## config.mk

```make
export PLATFORM = sky130hd
export DESIGN_NAME = sn_write_sched
export DESIGN_NICKNAME = d
export VERILOG_FILES = /design/src/rtl/sn_write_sched.sv
export SDC_FILE = /design/constraint.sdc
export NUM_CORES = 1
export LEC_CHECK = 0
export ABC_AREA = 1
export CAP_MARGIN = 40
export CORE_ASPECT_RATIO = 1.2
export CORE_UTILIZATION = 35
export DETAILED_ROUTE_END_ITERATION = 12
export GPL_TIMING_DRIVEN = 0
export HOLD_SLACK_MARGIN = 0.15
export PLACE_DENSITY = 0.57
export SETUP_SLACK_MARGIN = 0.05
export SYNTH_ARGS = -nofsm -noshare
export SYNTH_HDL_FRONTEND = slang
export SYNTH_SLANG_ARGS = --single-unit
```

## constraint.sdc

```tcl
create_clock -name clk_14m -period 4.2 [get_ports clk_14m]
set_clock_uncertainty 0.15 [all_clocks]
set_input_delay 0.63 -clock clk_14m [delete_from_list [all_inputs] [get_ports clk_14m]]
set_output_delay 0.63 -clock clk_14m [all_outputs]
set_load 0.03 [all_outputs]
```

## src/rtl/sn_write_sched.sv

```systemverilog
// Write scheduler for the three SN76489 PSGs: queues CPU writes and plays them out one at a time.
// Optional stuck-strobe abort is enabled by defining SN_WRITE_SCHED_TIMEOUT_EN.
module sn_write_sched #(
    parameter int DEPTH   = 8,
    parameter int TIMEOUT = 1024
) (
    input  logic                   clk_14m,
    input  logic                   reset,
    input  logic                   wr_req_i,
    input  logic [1:0]             wr_chip_i,
    input  logic [7:0]             wr_data_i,
    input  logic [2:0]             sn_ready_i,
    output logic [2:0]             sn_ce_n_o,
    output logic [7:0]             sn_d_o,
    output logic                   busy_o,
    output logic                   full_o,
    output logic [$clog2(DEPTH):0] level_o,
    output logic                   ovf_o,
    output logic                   err_o,
    output logic                   tmo_o
);

    localparam int AW = $clog2(DEPTH);
    localparam int LW = AW + 1;
    localparam logic [LW-1:0] FULL_LVL = LW'(DEPTH);

    localparam logic [2:0] S_IDLE    = 3'd0;
    localparam logic [2:0] S_SETUP   = 3'd1;
    localparam logic [2:0] S_STROBE  = 3'd2;
    localparam logic [2:0] S_HOLD    = 3'd3;
    localparam logic [2:0] S_RECOVER = 3'd4;

    // FIFO storage and pointers
    logic [9:0]    mem_q [DEPTH];
    logic [AW-1:0] wptr_q, wptr_d;
    logic [AW-1:0] rptr_q, rptr_d;
    logic [LW-1:0] level_q, level_d;
    logic          full_q, busy_q, busy_d;
    logic          ovf_q, err_q;
    logic          push, pop, chip_ok;
    logic [9:0]    head;

    // Write engine
    logic [2:0] state_q, state_d;
    logic [1:0] cur_chip_q, cur_chip_d;
    logic [7:0] sn_d_q, sn_d_d;
    logic [2:0] ce_n_q, ce_n_d;
    logic       ready_sel;

`ifdef SN_WRITE_SCHED_TIMEOUT_EN
    localparam int TW = $clog2(TIMEOUT) + 1;
    localparam logic [TW-1:0] TMO_LAST = TW'(TIMEOUT - 1);
    logic [TW-1:0] tmo_cnt_q, tmo_cnt_d;
    logic          tmo_q, tmo_d;
`endif

    // A write request is taken only when the entry can be stored; the engine
    // pops only from IDLE, so a pop always frees a slot for a same-cycle push.
    always_comb begin
        chip_ok = (wr_chip_i != 2'd3);
        pop     = (state_q == S_IDLE) && (level_q != '0);
        push    = wr_req_i && chip_ok && ((level_q != FULL_LVL) || pop);
        head    = mem_q[rptr_q];
        wptr_d  = push ? wptr_q + 1'b1 : wptr_q;
        rptr_d  = pop ? rptr_q + 1'b1 : rptr_q;
        case ({push, pop})
            2'b10:   level_d = level_q + 1'b1;
            2'b01:   level_d = level_q - 1'b1;
            default: level_d = level_q;
        endcase
    end

    always_comb begin
        case (cur_chip_q)
            2'd0:    ready_sel = sn_ready_i[0];
            2'd1:    ready_sel = sn_ready_i[1];
            2'd2:    ready_sel = sn_ready_i[2];
            default: ready_sel = 1'b1;
        endcase
    end

    always_comb begin
        state_d    = state_q;
        cur_chip_d = cur_chip_q;
        sn_d_d     = sn_d_q;
        ce_n_d     = ce_n_q;
`ifdef SN_WRITE_SCHED_TIMEOUT_EN
        tmo_cnt_d  = tmo_cnt_q;
        tmo_d      = 1'b0;
`endif
        case (state_q)
            S_IDLE: begin
                if (pop) begin
                    cur_chip_d = head[9:8];
                    sn_d_d     = head[7:0];
                    state_d    = S_SETUP;
                end
            end
            S_SETUP: begin
                ce_n_d  = ~(3'b001 << cur_chip_q);
                state_d = S_STROBE;
`ifdef SN_WRITE_SCHED_TIMEOUT_EN
                tmo_cnt_d = '0;
`endif
            end
            S_STROBE: begin
`ifdef SN_WRITE_SCHED_TIMEOUT_EN
                if (tmo_cnt_q == TMO_LAST) begin
                    ce_n_d  = 3'b111;
                    tmo_d   = 1'b1;
                    state_d = S_RECOVER;
                end else begin
                    tmo_cnt_d = tmo_cnt_q + 1'b1;
                    if (!ready_sel) state_d = S_HOLD;
                end
`else
                if (!ready_sel) state_d = S_HOLD;
`endif
            end
            S_HOLD: begin
`ifdef SN_WRITE_SCHED_TIMEOUT_EN
                if (tmo_cnt_q == TMO_LAST) begin
                    ce_n_d  = 3'b111;
                    tmo_d   = 1'b1;
                    state_d = S_RECOVER;
                end else begin
                    tmo_cnt_d = tmo_cnt_q + 1'b1;
                    if (ready_sel) begin
                        ce_n_d  = 3'b111;
                        state_d = S_RECOVER;
                    end
                end
`else
                if (ready_sel) begin
                    ce_n_d  = 3'b111;
                    state_d = S_RECOVER;
                end
`endif
            end
            S_RECOVER: begin
                state_d = S_IDLE;
            end
            default: begin
                ce_n_d  = 3'b111;
                state_d = S_IDLE;
            end
        endcase
        busy_d = (state_d != S_IDLE) || (level_d != '0);
    end

    always_ff @(posedge clk_14m) begin
        if (push) mem_q[wptr_q] <= {wr_chip_i, wr_data_i};
    end

    always_ff @(posedge clk_14m or posedge reset) begin
        if (reset) begin
            wptr_q     <= '0;
            rptr_q     <= '0;
            level_q    <= '0;
            full_q     <= 1'b0;
            busy_q     <= 1'b0;
            ovf_q      <= 1'b0;
            err_q      <= 1'b0;
            state_q    <= S_IDLE;
            cur_chip_q <= 2'd0;
            sn_d_q     <= 8'h00;
            ce_n_q     <= 3'b111;
        end else begin
            wptr_q     <= wptr_d;
            rptr_q     <= rptr_d;
            level_q    <= level_d;
            full_q     <= (level_d == FULL_LVL);
            busy_q     <= busy_d;
            ovf_q      <= wr_req_i && chip_ok && !push;
            err_q      <= wr_req_i && !chip_ok;
            state_q    <= state_d;
            cur_chip_q <= cur_chip_d;
            sn_d_q     <= sn_d_d;
            ce_n_q     <= ce_n_d;
        end
    end

`ifdef SN_WRITE_SCHED_TIMEOUT_EN
    always_ff @(posedge clk_14m or posedge reset) begin
        if (reset) begin
            tmo_cnt_q <= '0;
            tmo_q     <= 1'b0;
        end else begin
            tmo_cnt_q <= tmo_cnt_d;
            tmo_q     <= tmo_d;
        end
    end
    assign tmo_o = tmo_q;
`else
    assign tmo_o = 1'b0;
`endif

    assign sn_ce_n_o = ce_n_q;
    assign sn_d_o    = sn_d_q;
    assign busy_o    = busy_q;
    assign full_o    = full_q;
    assign level_o   = level_q;
    assign ovf_o     = ovf_q;
    assign err_o     = err_q;

endmodule

```

# Word level (Yosys, flattened, before mapping)
# Memory sizes are Yosys's and may differ from the RTL's. A register that Yosys moved wholly into a read port is not among the register bits.
# Cells that the tools add are included.
[op_classes]
n_addsub = 4
n_eq_ne = 12
muxes = 10
n_reduce_logical = 17
shifts = 1
bitwise_logic = 2
[op_table]
columns = ["operator", "n"]
rows = [
  ["3-bit two-way mux", 4],
  ["3-bit case mux with 4 select lines", 1],
  ["3-bit case mux with 3 select lines", 1],
  ["4-bit case mux with 2 select lines", 1],
  ["4-bit nonzero test", 2],
  ["3-bit by 1-bit adder with 3-bit output, second input constant", 2],
  ["3-bit by 2-bit == test with 1-bit output, second input constant", 2],
  ["1-bit logical AND", 5],
  ["4-bit by 1-bit adder with 4-bit output, second input constant", 1],
  ["2-bit by 1-bit == test with 1-bit output, second input constant", 2],
  ["2-bit == test, second input constant", 2],
  ["4-bit == test, second input constant", 1],
  ["2-bit != test, second input constant", 2],
  ["4-bit != test, second input constant", 1],
  ["2-bit AND reduction", 2],
  ["4-bit by 1-bit subtractor with 4-bit output, second input constant", 1],
  ["3-bit by 1-bit == test with 1-bit output, second input constant", 1],
  ["3-bit == test, second input constant", 1],
  ["3-bit logical NOT", 1],
  ["3-bit NOT", 1],
  ["1-bit case mux with 3 select lines", 1],
  ["3-bit nonzero test", 1],
  ["3-bit OR reduction", 1],
  ["1-bit by 2-bit << shifter with 3-bit output, first input constant", 1],
  ["other kinds (5)", 8],
]
[totals]
reg_bits = 20
inputBits = 16
ram_bits = 80
word_cells = 56
n_memories = 1
[mem_list]
columns = ["name", "depth", "word_bits", "read_ports", "rd_ports_with_merged_regs", "write_ports", "line", "text"]
rows = [
  ["mem_q", 8, 10, 1, 1, 1, "34", "logic [9:0] mem_q [DEPTH];"],
]

# Longest topological paths before layout
[logic_depth]
depth_word = 8
depth_mapped = 15

# Worst setup path after synthesis
# No wires, ideal clock.
[synth_timing]
path_kind = "input to register"
from = "input wr_chip_i[0]"
to = "register full_q (netlist: full_o)"
arrival_ns = 1.970
path_stages = 14
path_buffers = 0
setup_time_ns = 0.117
required_ns = 3.933
setup_slack_ns = 1.963
cell_sequence = "nand2_1 nand2_1 nand3_4 clkinv_2 ha_1 nand3_1 nand2_1 inv_1 nand2_1 nand3_1 nand2_1 nand2_2 nand2_1 nor2_2"
[synth_via]
elab_chain_len = 6
elab_cells_between_ends = 7
cone_classes = "4 x eq/ne; 1 x mux; 2 x reduce/logical"
[synth_rtl]
columns = ["item", "line", "text"]
rows = [
  ["start: declaration", "10", "input logic [1:0] wr_chip_i,"],
  ["2-bit != test *", "60", "chip_ok = (wr_chip_i != 2'd3);"],
  ["1-bit logical AND * (2 in a row)", "62", "push = wr_req_i && chip_ok && ((level_q != FULL_LVL) || pop);"],
  ["2-bit by 1-bit == test with 1-bit output or 2-bit == test (tied branches)", "66", "case ({push, pop})"],
  ["4-bit case mux with 2 select lines *", "66", ""],
  ["named net level_d[3]", "37", "logic [LW-1:0] level_q, level_d;"],
  ["4-bit == test *", "172", "full_q <= (level_d == FULL_LVL);"],
  ["end signal: assignment", "172", ""],
  ["end: declaration", "38", "logic full_q, busy_q, busy_d;"],
]
# Mark *: on every way through the listed nets, which the timed path passes. The rest lies on a longest branch.
# A chain may end at the register's enable or synchronous reset.

# Worst setup path after layout
[layout_timing]
from = "input wr_chip_i[0]"
to = "memory mem_q[2][9], enable pin"
[layout_via]
elab_chain_len = 5
[layout_rtl]
columns = ["item", "line", "text"]
rows = [
  ["2-bit != test", "60", ""],
  ["1-bit logical AND (2 in a row)", "62", ""],
  ["1-bit two-way mux", "152", "if (push) mem_q[wptr_q] <= {wr_chip_i, wr_data_i};"],
  ["1-bit two-way mux (implied by the code)", "152", ""],
  ["end: declaration", "34", ""],
]
# No other way between the ends.

==> reports/metrics.cfg <==
[status]
status=finished, final reports clean

[logic_synthesis]
synth_seq_cells=110
synth_area_leaders=edfxtp_1 52%, dfrtp_1 15%, o21ai_0 5.8%
ys_seq_area_share_pct=68.9
syn_area_sq_mm=0.00458
yosys_warnings=0
synth_simple_gate_area_share_pct=15.2
avgSynthCellArea_sq_um=11.7
synth_cell_types=31
synth_xor_area_share_pct=0.764
synth_nets=414
synth-adder-area-share_pct=1.53
synth_top_family_by_area=simple AND/OR/NAND/NOR gates
synth_compound_area_share_pct=10.1
synth_top_cell_by_area=edfxtp_1
syn-instance-count=393
synth_top_area_share_pct=52.4
synth_mux_area_share_pct=0

[final_layout]
final_common_cell=edfxtp_1
postLayoutCoreUtil_pct=43.0
n_antenna_cell=0
layout.nets=464
drive_gt1_share_pct=11.2
mostFrequentLayoutCells=80 x edfxtp_1, 69 x nor2_1, 53 x o21ai_0
syn_to_final_growth_pct=19.5

[pwr]
power.share.clock_pct=20.7
p_leak_nw=2.03
p_int_mw=2.36
comb_power_share_pct=40.4
power_frac_seq_pct=38.9
ir_worst_vdd_mv=0.428
power_mw=3.93
swShare_pct=40.0
power_density_mw_per_mm2=717
switchingPower_mw=1.57

[critical_path]
path_buf_inv=2
path_class=primary input to flip-flop
crit_chain=clkdlybuf4s50_1, nand2_1, nand2_1, nor2_2, inv_2, or2_4, nor2_2
crit_required_ps=4040
cp_max_fo=10
worstPathArrival_ps=2640
endpoint_kind=flip-flop
startpoint_type=primary input
critPathTopFamily=simple AND/OR/NAND/NOR gates
crit_slowest_cell=clkdlybuf4s50_1
slowest_delay_ps=570

[clocking]
cts-root-buf=clkbuf_16
htreeDepth=3
clk_latency_ps=350
cts_buffers=9
cts.clk_slew.worst_paths_ps=70
ctsResizeCount=0
postCtsSetupBuffers=0
cts.sinks=110
cts-hold-fix-buffers=0
clockBufferDepth=2
cts_tree=yes

[timing]
fin_crit_sh_pct=66.7
period_minus_slack_ps=2800
max_freq_mhz=357
relSlewSlack_pct=55.1
final-hold-violation-count=0
setup_tns_ps=0
slew_violations=0
rsz0062_at_grt=no
tightest_slew_ps=673
setup_viol=0

[die]
initial_core_util_pct=36.0
row_count=45
fp.coreArea_sq_mm=0.0127
die-height_microns=127
die_area_sq_mm=0.0136
pin_count=36
die_width_microns=106

[route]
dr.pass1.iters=4
via_per_inst=4.89
ant_nets=0
drc_errors=0
via_count=2990
wl_per_cell_microns=16.1
first_iter_violations=206
drt_wl_total_microns=9870

[grt]
globalRouteOverflowTotal=0
antenna_found_initial=0
grt_max_degree=19
grt_pass1_wl_microns=15900
grt_pass1_vias=3004
grt_usage_pct=15.8

[flow_run]
cap_violations=0

[min_path]
min_path_type=flip-flop to flip-flop

[placement]
dp_hpwl_microns=6700
gp_congestion=0.774
io_buffers=34

layer usage:
| layer | GRT usage [%] | wire (microns) |
|---|---|---|
| met5 | 0 | 0 |
| met4 | 5.96 | 172 |
| met3 | 2.65 | 517 |
| met2 | 27.2 | 4990 |
| met1 | 20.0 | 4190 |
cells in the mapped netlist, drive strengths merged:
| library cell | number |
|---|---|
| conb | 1 |
| dfstp | 3 |
| clkbuf | 11 |
| xnor2 | 2 |
| edfxtp | 80 |
| nor3 | 4 |
| nand4 | 2 |
| xor2 | 2 |
| nand3 | 16 |
| inv | 21 |
| fa | 1 |
| o211ai | 20 |
| a21oi | 4 |
| clkinv | 1 |
| o21ai | 57 |
| dfrtp | 27 |
| buf | 6 |
| nor2 | 79 |
| ha | 4 |
| or2 | 1 |
| nand2 | 50 |
| o31a | 1 |
flip-flops by register name (all words and copies together), names as in the netlist:
name        count
rptr_q          3
wptr_q          3
sn_d_o          8
ovf_o           1
full_o          1
level_o         4
sn_ce_n_o       3
err_o           1
cur_chip_q      2
busy_o          1
state_q         3
mem_q          80
per-stage QoR:
step                std cells  worst slack, ps  hold WS (ps)  area, sq um
finish                    612             1400           315         5480
global route              612             1190           339         5480
CTS                       612             1350           317         5480
detailed placement        596              964           306         5200
global placement          591              772           305         5130
floorplan                 393             1960           347         4580
cell families (layout without fill, tap and decap cells):
group	Yosys count	count (layout)
AO/OA/AOI/OAI	82	82
AND/OR/NAND/NOR	152	152
buffers and inverters	39	94
adder cells (fa/ha/maj)	5	5
flip-flops	110	110
other	1	1
XOR/XNOR	4	4
path summary, 6_finish.rpt:
| kind | startpoint | end | slack [ps] | cells past startpoint |
|---|---|---|---|---|
| min reg2reg | sn_ce_n_o[0] | sn_ce_n_o[0] | 320 | 2 |
| min | sn_ce_n_o[0] | sn_ce_n_o[0] | 320 | 2 |
| max in group asynchronous | reset | sn_ce_n_o[0] | 2800 | 3 |
| max | wr_chip_i[0] | mem_q[2][9] | 1400 | 7 |
| min in group asynchronous | reset | state_q[2] | 510 | 2 |
| max reg2reg | state_q[1] | mem_q[2][9] | 1900 | 8 |
power by group through the flow:
stage / clock network [mW] / registers (mW) / logic (mW)
after floorplan: 0 / 1.67 / 0.939
after global placement: 0 / 1.54 / 1.56
after detailed placement: 0 / 1.55 / 1.60
after CTS: 0.826 / 1.53 / 1.60
after global routing: 0.868 / 1.55 / 1.78
final: 0.814 / 1.53 / 1.59
worst register-to-register path, stage by stage, from the launching register on:
cell	delay (ps)
dfrtp_1	420
inv_2	90
nand2_4	60
nor2_8	130
nor2_2	60
nor2_2	170
inv_2	50
or2_4	260
nor2_2	530
cell type report:
type,instances,area (sq um)
flip-flops and latches,110,3160
repair buffers,39,409
inverters,22,83.8
fillers,1216,7250
clock buffers,13,250
plain buffers,17,75.1
well taps,164,205
clock inverters,3,28.8
multi-input cells,244,1270
(Power assumes the default switching activity.)
